[config.mk]
export PLATFORM = sky130hd
export DESIGN_NAME = mux16_rr_arbiter
export DESIGN_NICKNAME = d
export VERILOG_FILES = /design/src/rtl/mux16_rr_arbiter.sv
export SDC_FILE = /design/constraint.sdc
export NUM_CORES = 1
export LEC_CHECK = 0
export ABC_AREA = 1
export BUFFER_PORTS_ARGS = -buffer_cell sky130_fd_sc_hd__clkbuf_2
export CAP_MARGIN = 15
export CORE_AREA = 5 5 155 98
export CTS_CLUSTER_DIAMETER = 120
export CTS_CLUSTER_SIZE = 14
export DETAILED_ROUTE_END_ITERATION = 8
export DIE_AREA = 0 0 160 103
export PLACE_DENSITY = 0.43
export REMOVE_ABC_BUFFERS = 1
export SETUP_SLACK_MARGIN = 0.05
export SLEW_MARGIN = 20
export SYNTH_ARGS = -nofsm -noshare
export SYNTH_HDL_FRONTEND = slang
export SYNTH_SLANG_ARGS = --single-unit
[constraint.sdc]
create_clock -name clk -period 6.1 [get_ports clk]
set_clock_uncertainty 0.2 [all_clocks]
set_input_delay 0.305 -clock clk [delete_from_list [all_inputs] [get_ports clk]]
set_output_delay 0.305 -clock clk [all_outputs]
set_load 0.01 [all_outputs]
[src/rtl/mux16_rr_arbiter.sv]
// mux16_rr_arbiter: round-robin arbiter driving the select of a 16:1 mux.
// A grant is held until the owner pulses done or drops its request. The owner
// is then masked out and priority rotates to the requester after the last winner.
// Optional macro MUX_ARB_TIMEOUT_EN adds a hold counter that forces a release
// after MAX_HOLD cycles and pulses timeout.
module mux16_rr_arbiter #(
  parameter int unsigned N_REQ = 16,
  parameter int unsigned SEL_W = 4
`ifdef MUX_ARB_TIMEOUT_EN
  , parameter int unsigned MAX_HOLD = 8
`endif
) (
  input  logic             clk,
  input  logic             rst,
  input  logic [N_REQ-1:0] req,
  input  logic             done,
  output logic [SEL_W-1:0] sel,
  output logic [N_REQ-1:0] gnt,
  output logic             gnt_valid,
  output logic             timeout
);

  typedef enum logic {IDLE = 1'b0, GRANT = 1'b1} state_t;

  state_t           state, state_n;
  logic [SEL_W-1:0] ptr, ptr_n, sel_n;
  logic [N_REQ-1:0] gnt_n;
  logic             gnt_valid_n, timeout_n;

  logic [N_REQ-1:0] cand_c;
  logic [SEL_W-1:0] win_c;
  logic             win_found_c;
  logic             forced_c;
  logic             release_c;
  logic             arb_c;

`ifdef MUX_ARB_TIMEOUT_EN
  localparam int unsigned HOLD_W = 8;
  logic [HOLD_W-1:0] hold_cnt, hold_cnt_n;
`endif

  // Requests eligible to win: the current owner is excluded while it holds a grant
  always_comb begin
    cand_c = req;
    if (state == GRANT) cand_c[sel] = 1'b0;
  end

  // Round-robin search starting at ptr; the 4-bit index wraps modulo 16
  always_comb begin
    win_c       = '0;
    win_found_c = 1'b0;
    for (int i = 0; i < N_REQ; i++) begin
      if (!win_found_c && cand_c[ptr + SEL_W'(i)]) begin
        win_c       = ptr + SEL_W'(i);
        win_found_c = 1'b1;
      end
    end
  end

  // Release of the current grant: done, owner dropped req, or hold limit reached
  always_comb begin
    forced_c = 1'b0;
`ifdef MUX_ARB_TIMEOUT_EN
    forced_c = (hold_cnt == HOLD_W'(MAX_HOLD - 1));
`endif
    release_c = done | ~req[sel] | forced_c;
  end

  // Next-state and next-output logic
  always_comb begin
    state_n     = state;
    ptr_n       = ptr;
    sel_n       = sel;
    gnt_n       = gnt;
    gnt_valid_n = gnt_valid;
    timeout_n   = 1'b0;
    arb_c       = 1'b0;
`ifdef MUX_ARB_TIMEOUT_EN
    hold_cnt_n  = hold_cnt;
`endif
    case (state)
      IDLE: arb_c = 1'b1;
      GRANT: begin
        if (release_c) begin
          arb_c     = 1'b1;
          // a release that done or a dropped request also explains is not a timeout
          timeout_n = forced_c & ~done & req[sel];
        end else begin
`ifdef MUX_ARB_TIMEOUT_EN
          if (hold_cnt != {HOLD_W{1'b1}}) hold_cnt_n = hold_cnt + HOLD_W'(1);
`endif
        end
      end
      default: state_n = IDLE;
    endcase
    if (arb_c) begin
      if (win_found_c) begin
        state_n     = GRANT;
        sel_n       = win_c;
        gnt_n       = N_REQ'(1) << win_c;
        gnt_valid_n = 1'b1;
        ptr_n       = win_c + SEL_W'(1);
`ifdef MUX_ARB_TIMEOUT_EN
        hold_cnt_n  = '0;
`endif
      end else begin
        state_n     = IDLE;
        gnt_n       = '0;
        gnt_valid_n = 1'b0;
      end
    end
  end

  // State and registered outputs; synchronous reset wins over everything
  always_ff @(posedge clk) begin
    if (rst) begin
      state     <= IDLE;
      ptr       <= '0;
      sel       <= '0;
      gnt       <= '0;
      gnt_valid <= 1'b0;
      timeout   <= 1'b0;
`ifdef MUX_ARB_TIMEOUT_EN
      hold_cnt  <= '0;
`endif
    end else begin
      state     <= state_n;
      ptr       <= ptr_n;
      sel       <= sel_n;
      gnt       <= gnt_n;
      gnt_valid <= gnt_valid_n;
      timeout   <= timeout_n;
`ifdef MUX_ARB_TIMEOUT_EN
      hold_cnt  <= hold_cnt_n;
`endif
    end
  end

endmodule
## Word-level counts from Yosys, hierarchy flattened

Index checks and enable logic that the tools add are counted.
W data, S select, Z words.

| storage, ports and cells | value |
|---|---|
| bits in registers | 25 |
| input port bits | 19 |
| output and inout port bits | 22 |
| word-level logic and storage cells | 149 |

| cells by class | value |
|---|---|
| add/subtract/negate cells | 16 |
| $lt $le $gt $ge | 18 |
| shifts and indexed selects | 1 |
| multiplexer cells | 73 |
| bitwise gates (word level) | 5 |
| reduce and logical (&&, ||, !) cells | 32 |

Operators by type and width:

| operator | number |
|---|---|
| $lt A4 B5 Y1 const B | 17 |
| $bmux W1 S4 | 17 |
| $mux W4 | 16 |
| $mux W1 | 36 |
| $add A4 B4 Y4 const B | 8 |
| $mux W16 | 2 |
| $add A4 B3 Y4 const B | 4 |
| $and A16 B16 Y16 | 1 |
| $logic_and A1 B1 Y1 | 16 |
| $not A16 Y16 | 1 |
| $shl A1 B4 Y16 const A | 1 |
| $logic_not A1 Y1 | 15 |
| $add A4 B1 Y4 const B | 2 |
| $add A4 B2 Y4 const B | 2 |
| $demux W1 S4 | 1 |
| $ge A4 B1 Y1 const B | 1 |
| $not A1 Y1 | 2 |
| $pmux W1 S2 | 1 |
| $reduce_and A2 Y1 | 1 |
| $or A1 B1 Y1 | 1 |

## Depth between registers and ports, before layout

| depth | value |
|---|---|
| depth after elaboration | 57 |
| mapped depth | 29 |
| gate-level depth less buffers | 27 |

## Worst setup path after synthesis

Ideal clock, no wire load.

| path | value |
|---|---|
| path kind | reg-to-reg |
| from | reg ptr[1] |
| to | reg gnt[10] |
| library setup time | 0.128 ns |
| arrival | 3.713 ns |
| data required time | 5.772 ns |
| slack | 2.059 ns |
| cell stages (with the launch flop) | 26 |
| buffers on the path | 2 |
| clock period less this slack | 4.041 ns |
| cell sequence | dfxtp_1 -> inv_1 -> clkbuf_1 -> ha_1 -> inv_1 -> clkbuf_1 -> nand3_1 -> nand3_1 -> nand3_1 -> nand2_1 -> nand4_1 -> nor2_1 -> nand4_1 -> nor2_1 -> nand4_1 -> nor2_2 -> nand4_1 -> nand2_1 -> nand2_1 -> nand2_1 -> inv_1 -> ha_1 -> inv_1 -> nor2_1 -> a22oi_1 -> nor2_1 |

| between the ends | value |
|---|---|
| word-level cells in the longest chain between the ends | 50 |
| elaborated cells on any way between the ends | 111 |
| classes of those cells | 15 x add/sub; 1 x shift; 65 x mux; 30 x reduce/logical |

Ends and longest elaborated chain:

| what | RTL line | source |
|---|---|---|
| start: declaration | 26 | `logic [SEL_W-1:0] ptr, ptr_n, sel_n;` |
| start signal: assignment | 128 | `ptr <= ptr_n;` |
| parallel branches: the longest is 47 deep, another holds $add A4 B1 Y4 | -- |  |
| $mux W4 * | 53 | `if (!win_found_c && cand_c[ptr + SEL_W'(i)]) begin` |
| via win_c[0] | 31 | `logic [SEL_W-1:0] win_c;` |
| $shl A1 B4 Y16 * | 100 | `gnt_n = N_REQ'(1) << win_c;` |
| $mux W16 * | 97 | `if (win_found_c) begin` |
| end signal: assignment | 130 | `gnt <= gnt_n;` |
| end: declaration | 18 | `output logic [N_REQ-1:0] gnt,` |

Mark *: on every way through the listed nets, which the timed path passes. The select of a mux whose other input is x is not followed.
A chain may end at the register's enable or synchronous reset.

## Worst setup path in the final report

| path | value |
|---|---|
| from | reg ptr[0] |
| to | reg gnt[10] |

| between the ends | value |
|---|---|
| word-level cells in the longest chain between the ends | 50 |
| elaborated cells on any way between the ends | 111 |
| classes of those cells | 15 x add/sub; 1 x shift; 65 x mux; 30 x reduce/logical |

Ends and longest elaborated chain:

| what | RTL line |
|---|---|
| parallel branches: the longest is 47 deep, another holds $add A4 B1 Y4 | -- |
| $mux W4 * | 53 |
| via win_c[0] | 31 |
| $shl A1 B4 Y16 * | 100 |
| $mux W16 * | 97 |

Marks and branches as above.

==> summary.txt <==
Yosys
  – Synthesized area per cell: 5.90 µm²
  – Mapped Area: 3310 µm²
  – Yosys warns: 0
  – Seq/Total Area, Yosys: 15.1%
  – Unique cell type count in the Yosys netlist: 45
  – Syn Inst Count: 561
  – Synthesized flop and latch total: 25

Worst setup path
  – Setup CP Type: flip-flop to flip-flop
  – Critical Path Fanout Max: 14
  – FF-to-FF setup slack: 1380 ps
  – Crit start category: flip-flop
  – Reg-to-reg endpoint: gnt[10]
  – Critical path endpoint category: flip-flop
  – Reg2reg start: ptr[0]
  – Reg2Reg Depth: 23
  – CP arrival: 4660 ps
  – Worst EP required: 6040 ps

Place
  – Area after DPL: 3700 µm²
  – HPWL Detailed: 10.7 mm
  – PortBufs: 39
  – Gpl congestion: 0.898

CTS
  – Cts bufs inserted: 3
  – Worst-Skew Late Latency: 260 ps
  – H-tree lvl count: 1
  – Hold buffers post-CTS: 0
  – Clock root buffer: clkbuf_16
  – Clock Pin Slew Worst Setup and Hold Paths: 70 ps
  – Post-CTS Setup Bufs: 0
  – CTS resizes: 0
  – CTS Buffer Depth: 2
  – CTS tree: yes
  – Num Clock Sinks: 25

Routing
  – DRT iter0 DRCs: 349
  – Number of routed nets with antenna violations: 0
  – Total number of vias: 3,982
  – Final WL: 12.9 mm
  – DRC: 0
  – Routed vias/inst: 5.15
  – TritonRoute pass-1 iters: 5
  – Routed len/inst: 16.7 µm

GRT
  – Global-route wire length before repair: 19.9 mm
  – Total GRT Usage: 15.3%
  – Vias in the first global route: 3,481
  – Initial antenna violation count: 0
  – Largest net degree at the start of global routing: 21
  – GR Overflow Total: 0

Die
  – Die Wd: 160 µm
  – Die H: 103 µm
  – Initial Utilization: 24.0%
  – Core Rows: 34
  – Die area: 16,500 µm²
  – Ports: 41
  – Core area: 13,800 µm²

STA
  – Fmax: 0.212 GHz
  – Setup violators final: 0
  – Max-slew headroom: 31.0%
  – RSZ-0062 raised after global routing: false
  – Setup TNS: 0 ps
  – Final Hold Vio Count: 0
  – Max-slew violation count: 0
  – Worst hold margin: 263 ps
  – Min Clock Period, post-route: 4720 ps
  – Final period util: 77.4%
  – Worst Tran Pin Value: 1030 ps

Job
  – Max_cap viols: 0

Status
  – Status: finished clean

Layout
  – Filler cell count: 1,569
  – Final Cell Area: 3780 µm²
  – Share of cells above drive strength 1: 17.9%
  – Diode count: 0
  – Area Growth Syn to Fin: 14.1%
  – Fin nets: 626

Min path
  – Hold Path End: gnt[15]
  – Hold depth: 2
  – Hold Startpoint: gnt[15]
  – Worst Hold Class: flip-flop to flip-flop
cells by family (layout without fill, tap and decap cells):
group	Yosys count	in the layout	share of synthesized area (%)
xor gates and xnor gates	5	5	1.78
AOI/OAI and AO/OA	69	69	13.1
and+or+nand+nor	374	374	56.0
adders and majority gates	13	13	4.91
buffers and inverters	74	106	8.92
other	1	1	0.113
DFF	25	25	15.1
worst max path at each step:
| stage | startpoint | end | slack (ps) | cells past startpoint |
|---|---|---|---|---|
| after floorplan | ptr[0] | gnt[10] | 1870 | 23 |
| after global routing | ptr[0] | gnt[10] | 860 | 23 |
| after CTS | ptr[0] | gnt[10] | 1500 | 23 |
| after global placement | ptr[0] | gnt[1] | 1550 | 20 |
| final | ptr[0] | gnt[10] | 1380 | 23 |
| after detailed placement | ptr[0] | gnt[10] | 1530 | 23 |
placed cells by master (no fill, tap or decap), types with 8 or more instances in the layout:
master,n
o21ai_0,11
ha_1,13
nand3_1,133
inv_2,10
dfxtp_1,25
nor2_2,11
nand3_2,8
a22oi_1,11
nand2_1,139
a21oi_1,26
nand4_1,11
clkbuf_2,39
nor2_1,47
inv_1,45
sequential cells by signal, summed over array words and instances (netlist names):
name,flops
gnt,16
ptr,4
sel,4
state,1
metrics by stage:
stage | setup slack, ps | instances | util (%)
finish | 1380 | 773 | 27.3
global route | 864 | 773 | 27.3
CTS | 1500 | 773 | 27.3
detailed placement | 1530 | 769 | 26.8
global placement | 1550 | 769 | 26.8
floorplan | 1870 | 544 | -
synth_stat cells, drive strengths merged:
master	number	share of area [%]
nor3	3	0.45
a21oi	29	4.9
o21bai	2	0.57
or4	1	0.23
o21ai	17	3.0
nand3b	1	0.23
nand4	15	4.1
a211oi	1	0.23
nand2	145	17
inv	56	6.4
a31oi	4	0.76
xor2	3	0.79
clkinv	1	0.11
nor2	65	10
a22oi	11	2.5
conb	1	0.11
dfxtp	25	15
buf	11	1.7
ha	13	4.9
a21boi	3	0.68
clkbuf	6	0.68
o211ai	1	0.23
o21a	1	0.23
and2	1	0.19
nand3	143	24
xnor2	2	0.98
critical path, stage by stage (launching register included):
cell and delay (ps):
dfxtp_1 660, inv_2 70, ha_1 510, inv_1 420, nand3_1 180, nand2_1 110
nor2_1 50, a31oi_1 290, nand2_1 110, o21ai_2 130, nand4_1 130, nor2_1 180
nand4_1 130, nor2_2 250, nand4_1 160, nand2_1 130, nand2_1 50, nand2_1 180
inv_1 90, ha_1 200, inv_1 80, nor2_1 60, a22oi_1 160, nor2_1 50
metal layers:
metal	vias up	GRT usage (%)	wire [µm]
li1	1958	-	-
met3	5	4.51	1340
met5	-	0	0
met1	1837	25.4	6900
met2	182	19.0	4650
met4	0	0.925	23
area by class of cell:
type | instances | area [µm²] | share of cell area [%]
clock buffer | 3 | 75.1 | 1.99
clock inverter | 1 | 5.00 | 0.132
inverter | 57 | 216 | 5.73
multi-input combinational | 462 | 2520 | 66.6
sequential | 25 | 500 | 13.2
tap | 180 | 225 | 5.96
timing repair buffer | 45 | 240 | 6.36
Power is not shown: default switching activity piles up to over one toggle a cycle in this logic, so the estimate is an artifact.
